===== src/rtl/tmds_encoder_mc_if.sv =====
// rtl/tmds_encoder_mc_if.sv - period/data inputs and symbol/disparity outputs of the TMDS encoder
interface tmds_encoder_mc_if #(
   parameter int NUM_CH = 3
);
   logic [2:0]          mode;
   logic [8*NUM_CH-1:0] vd;
   logic [2*NUM_CH-1:0] cd;
   logic [4*NUM_CH-1:0] ad;
   logic [10*NUM_CH-1:0] tmds;
   logic [5*NUM_CH-1:0] disp;

   modport master (output mode, vd, cd, ad, input tmds, disp);
   modport slave  (input mode, vd, cd, ad, output tmds, disp);
endinterface


===== src/rtl/tmds_encoder_mc.sv =====
// rtl/tmds_encoder_mc.sv - NUM_CH-lane two-stage TMDS/TERC4 encoder with HDMI guard bands
// Stage 1 builds the transition-minimised byte; stage 2 picks the symbol by period and tracks disparity.
module tmds_encoder_mc #(
   parameter int NUM_CH = 3
) (
   input logic              clk,
   input logic              rst_n,
   tmds_encoder_mc_if.slave bus
);
   localparam logic [9:0] CTRL00 = 10'b1101010100;
   localparam logic [9:0] GB_A   = 10'b1011001100;
   localparam logic [9:0] GB_B   = 10'b0100110011;

   function automatic logic [9:0] terc4(input logic [3:0] a);
      case (a)
         4'd0:    terc4 = 10'b1010011100;
         4'd1:    terc4 = 10'b1001100011;
         4'd2:    terc4 = 10'b1011100100;
         4'd3:    terc4 = 10'b1011100010;
         4'd4:    terc4 = 10'b0101110001;
         4'd5:    terc4 = 10'b0100011110;
         4'd6:    terc4 = 10'b0110001110;
         4'd7:    terc4 = 10'b0100111100;
         4'd8:    terc4 = 10'b1011001100;
         4'd9:    terc4 = 10'b0100111001;
         4'd10:   terc4 = 10'b0110011100;
         4'd11:   terc4 = 10'b1011000110;
         4'd12:   terc4 = 10'b1010001110;
         4'd13:   terc4 = 10'b1001110001;
         4'd14:   terc4 = 10'b0101100011;
         default: terc4 = 10'b1011000011;
      endcase
   endfunction

   function automatic logic [9:0] ctrl_sym(input logic [1:0] c);
      case (c)
         2'b00:   ctrl_sym = 10'b1101010100;
         2'b01:   ctrl_sym = 10'b0010101011;
         2'b10:   ctrl_sym = 10'b0101010100;
         default: ctrl_sym = 10'b1010101011;
      endcase
   endfunction

   // Period select travels with the data so stage 2 never mixes modes.
   logic [2:0] mode_q;

   always_ff @(posedge clk) begin
      if (!rst_n) mode_q <= 3'd0;
      else        mode_q <= bus.mode;
   end

   for (genvar k = 0; k < NUM_CH; k++) begin : g_lane
      logic [7:0]        vd_k;
      logic [8:0]        qm_d, qm_q;
      logic [3:0]        n1_d, n1_q;
      logic [1:0]        cd_q;
      logic [3:0]        ad_q;
      logic [9:0]        tmds_d, tmds_q;
      logic signed [4:0] cnt_d, cnt_q;
      logic signed [4:0] diff;
      logic              q8;

      assign vd_k = bus.vd[8*k +: 8];

      always_comb begin
         logic [3:0] pop;
         logic       use_xnor;
         pop = 4'd0;
         for (int i = 0; i < 8; i++) pop = pop + {3'b000, vd_k[i]};
         use_xnor = (pop > 4'd4) || (pop == 4'd4 && !vd_k[0]);
         qm_d = 9'd0;
         qm_d[0] = vd_k[0];
         for (int i = 1; i < 8; i++)
            qm_d[i] = use_xnor ? ~(qm_d[i-1] ^ vd_k[i]) : (qm_d[i-1] ^ vd_k[i]);
         qm_d[8] = ~use_xnor;
         n1_d = 4'd0;
         for (int i = 0; i < 8; i++) n1_d = n1_d + {3'b000, qm_d[i]};
      end

      // diff = N1 - N0 = 2*N1 - 8, range -8..+8
      assign diff = $signed({n1_q, 1'b0} - 5'd8);
      assign q8   = qm_q[8];

      always_comb begin
         tmds_d = ctrl_sym(cd_q);
         cnt_d  = 5'sd0;
         case (mode_q)
            3'd1: begin
               if (cnt_q == 5'sd0 || n1_q == 4'd4) begin
                  tmds_d = {~q8, q8, q8 ? qm_q[7:0] : ~qm_q[7:0]};
                  cnt_d  = q8 ? cnt_q + diff : cnt_q - diff;
               end else if ((cnt_q > 5'sd0 && n1_q > 4'd4) || (cnt_q < 5'sd0 && n1_q < 4'd4)) begin
                  tmds_d = {1'b1, q8, ~qm_q[7:0]};
                  cnt_d  = cnt_q + (q8 ? 5'sd2 : 5'sd0) - diff;
               end else begin
                  tmds_d = {1'b0, q8, qm_q[7:0]};
                  cnt_d  = cnt_q - (q8 ? 5'sd0 : 5'sd2) + diff;
               end
            end
            3'd2:    tmds_d = (k % 3 == 1) ? GB_B : GB_A;
            3'd3:    tmds_d = (k % 3 == 0) ? terc4({2'b11, cd_q}) : GB_B;
            3'd4:    tmds_d = terc4(ad_q);
            default: tmds_d = ctrl_sym(cd_q);
         endcase
      end

      always_ff @(posedge clk) begin
         if (!rst_n) begin
            qm_q   <= 9'd0;
            n1_q   <= 4'd0;
            cd_q   <= 2'b00;
            ad_q   <= 4'd0;
            tmds_q <= CTRL00;
            cnt_q  <= 5'sd0;
         end else begin
            qm_q   <= qm_d;
            n1_q   <= n1_d;
            cd_q   <= bus.cd[2*k +: 2];
            ad_q   <= bus.ad[4*k +: 4];
            tmds_q <= tmds_d;
            cnt_q  <= cnt_d;
         end
      end

      assign bus.tmds[10*k +: 10] = tmds_q;
      assign bus.disp[5*k +: 5]   = cnt_q;
   end
endmodule


===== src/flat_wrapper.sv =====
// flat-port wrapper written by rule: the top's interface ports become plain ports
module tmds_encoder_mc_flat 
#(
   parameter int NUM_CH = 3
)
  (clk, rst_n, bus_mode, bus_vd, bus_cd, bus_ad, bus_tmds, bus_disp);
  tmds_encoder_mc_if #(.NUM_CH(NUM_CH)) bus_i ();
  input logic clk;
  input logic rst_n;
  input wire logic [$bits(bus_i.mode)-1:0] bus_mode;
  input wire logic [$bits(bus_i.vd)-1:0] bus_vd;
  input wire logic [$bits(bus_i.cd)-1:0] bus_cd;
  input wire logic [$bits(bus_i.ad)-1:0] bus_ad;
  output wire logic [$bits(bus_i.tmds)-1:0] bus_tmds;
  output wire logic [$bits(bus_i.disp)-1:0] bus_disp;
  assign bus_i.mode = bus_mode;
  assign bus_i.vd = bus_vd;
  assign bus_i.cd = bus_cd;
  assign bus_i.ad = bus_ad;
  assign bus_tmds = bus_i.tmds;
  assign bus_disp = bus_i.disp;
  tmds_encoder_mc #(.NUM_CH(NUM_CH)) u_core (.clk(clk), .rst_n(rst_n), .bus(bus_i));
endmodule

===== config.mk =====
export PLATFORM = sky130hd
export DESIGN_NAME = tmds_encoder_mc_flat
export DESIGN_NICKNAME = d
export VERILOG_FILES = /design/src/rtl/tmds_encoder_mc_if.sv /design/src/rtl/tmds_encoder_mc.sv /design/src/flat_wrapper.sv
export SDC_FILE = /design/constraint.sdc
export NUM_CORES = 1
export LEC_CHECK = 0
export BUFFER_PORTS_ARGS = -buffer_cell sky130_fd_sc_hd__buf_2
export CORE_UTILIZATION = 55
export CTS_CLUSTER_DIAMETER = 80
export DETAILED_ROUTE_END_ITERATION = 6
export PLACE_DENSITY_LB_ADDON = 0.12
export SYNTH_ARGS = -nofsm -noshare
export SYNTH_HDL_FRONTEND = slang
export SYNTH_SLANG_ARGS = --single-unit

===== constraint.sdc =====
create_clock -name clk -period 10 [get_ports clk]
set_input_delay 2 -clock clk [delete_from_list [all_inputs] [get_ports clk]]
set_output_delay 2 -clock clk [all_outputs]
set_load 0.02 [all_outputs]

==> results_dict.tcl <==
set metrics [dict create \
    status "complete, no violations" \
    n_fill_cell 1255 \
    timing.final.crit_share_pct 76.1 \
    ys_seq_area_share_pct 28.4 \
    finalHoldViolCount 0 \
    ir_drop_mv 0.126 \
    post_drt_wl_per_cell_um 15.1 \
    placed_cell_area_um2 9000 \
    synthToLayoutAreaGrowth_pct 14.5 \
    cts_hold_buf 0 \
    grt_antenna_before_repair 0 \
    io_pins 92 \
    seq_area_um2 2400 \
    ant_nets 0 \
    synth_top_area_share_pct 28.4 \
    fmax_mhz 131 \
    n_antenna_cell 0 \
    post-dp-hpwl_um 13800 \
    synth_edf_count 0 \
    async_flop_share_pct 0 \
    ys_ff_latch 120 \
    post-route-drc-count 0 \
    cts_tree "done" \
    path_clk_slew_ps 50 \
    nNetsFinal 1212 \
    viasPerCell 5.35 \
    cap_violations 0 \
    fin_setup_tns_ps 0 \
    slew_violations 0 \
    firstDrtPassIters 5 \
    min_path_type "flip-flop to flip-flop" \
    synth.area.top_cells "dfxtp_1, ha_1, fa_1" \
    cp-end-kind "flip-flop" \
    synth_top_cell_by_area "dfxtp_1" \
    core_area_um2 14800 \
    yosysWarnings 0 \
    crit_type "input port to flip-flop" \
    grt_pass1_wl_um 30600 \
    period_needed_ps 7610 \
    final_area_um2 9690 \
    numCtsBuffers 17 \
    clock_power_share_pct 28.1 \
    grt_overflow 0 \
    core.rowCount 44 \
    grt_pass1_vias 6358 \
    p_sw_w 0.000942 \
    crit_fanout 4 \
    worstMarginPinSlew_ps 984 \
    syn_area_per_cell_um2 8.91 \
    die-area_um2 15900 \
    relSlewSlack_pct 34.1 \
    multi_input_area_um2 5460 \
    start_kind "input port" \
    drive_gt1_share_pct 13.5 \
    grt_usage_pct 24.4 \
    seqPwrFrac_pct 24.4 \
    synthDistinctLibCells 65 \
    die_w_um 126 \
    clkSinkCount 120 \
    grt_max_degree 85 \
    intPower_w 0.00159 \
    power.leakage_nw 4.63 \
    final-setup-viol-count 0 \
    synth_top_flop_cell "dfxtp_1" \
    reg2reg_depth 4 \
    syn_inst 950 \
    start_util_pct 57.4 \
    drt_wl_total_um 18500 \
    cp.arrival_ps 7900 \
    power.density_nw_per_um2 261 \
    gp_congestion 0.836 \
    dr_total_vias 6534 \
    ctsLongestPathBuffers 2 \
    clock_skew_ps 6.31 \
    drtIter0Drc 338 \
    crit_required_ps 10290 \
    rsz0062_at_grt "false" \
    cts_resized 0 \
    power.share.combinational_pct 47.5 \
    sw_frac_of_total_pct 37.3 \
    worstHoldPathCells 2 \
    power_w 0.00253 \
    clkLatencyLatePin_ps 420 \
    die_y_um 126 \
    ctsHtreeMaxLevel 4 \
    holdWs_ps 466 \
    root_buffer "clkbuf_16" \
    synth_area_um2 8460 \
    post_cts_buffers 0 \
    synthTopCellsByCount "dfxtp_1, inv_1, ha_1" \
    io_buffer_count 88 \
]
[layer usage]
| layer | share of wire [%] | GRT usage [%] | vias up |
|---|---|---|---|
| li1 | - | - | 3304 |
| met1 | 48 | 32.1 | 3066 |
| met2 | 47 | 40.4 | 143 |
| met3 | 4.0 | 5.01 | 21 |
| met4 | 1.2 | 7.02 | 0 |
| met5 | 0 | 0 | - |
[cells by family after synthesis]
kind of cell | Yosys count | synth area share [%]
flops | 120 | 28.4
mux | 17 | 2.20
fa+ha+maj | 140 | 24.2
other cells | 1 | 0.0443
xor+xnor | 87 | 9.43
simple gates | 211 | 12.1
buf+inv | 156 | 7.20
compound gates | 218 | 16.5
[metrics by stage]
step                util [%]  setup slack [ps]  instances
floorplan                  -              2500        952
global placement        61.0              2190       1190
detailed placement      61.0              1970       1190
CTS                     65.7              2400       1222
global route            65.7              2020       1222
finish                  65.7              2390       1222
[power groups by stage]
stage	Combinational [W]	Clock, W	Sequential (W)
after global routing	0.00137	0.000742	0.000626
final	0.00120	0.000712	0.000617
after floorplan	0.000926	0	0.000631
after CTS	0.00121	0.000718	0.000617
after global placement	0.00115	0	0.000625
after detailed placement	0.00119	0	0.000626
[worst max-delay path: stages]
cell and delay, ps:
buf_2 130, ha_1 340, inv_1 70, fa_1 450, fa_1 490, inv_1 40, fa_1 410, fa_1 450
nor3b_1 270, o21ai_0 110, a21oi_1 410, xnor2_1 170, ha_1 300, inv_1 60, fa_1 550, inv_1 60
fa_1 520, inv_1 50, fa_1 450, fa_1 390, xor2_1 140, nor2_1 50
[layout by cell type (no fill, tap or decap), types with 33 or more instances in the layout]
master     n
dfxtp_1  120
xnor2_1   49
nand2_1   56
and2_1    33
a21oi_1   62
buf_2     88
xor2_1    34
ha_1     101
o21ai_0   57
nor2_1    68
fa_1      39
inv_1    120
[final cells by class]
| class | instances | area share [%] |
|---|---|---|
| clock inverter | 7 | 1.91 |
| inverter | 120 | 4.65 |
| sequential | 120 | 24.8 |
| tap | 184 | 2.38 |
| multi-input combinational | 676 | 56.3 |
| clock buffer | 25 | 5.22 |
| timing repair buffer | 90 | 4.70 |
[worst paths after layout]
kind,endpoint,start,slack [ps]
worst max-delay path,u_core.g_lane[0].n1_q[2],bus_vd[0],2390
worst min-delay path,u_core.g_lane[0].tmds_q[2],flip-flop,470
worst max register to register,u_core.g_lane[2].tmds_q[0],u_core.mode_q[0],7080
worst min register to register,u_core.g_lane[0].tmds_q[2],flip-flop,470
Power figures use the tool's default switching activity.
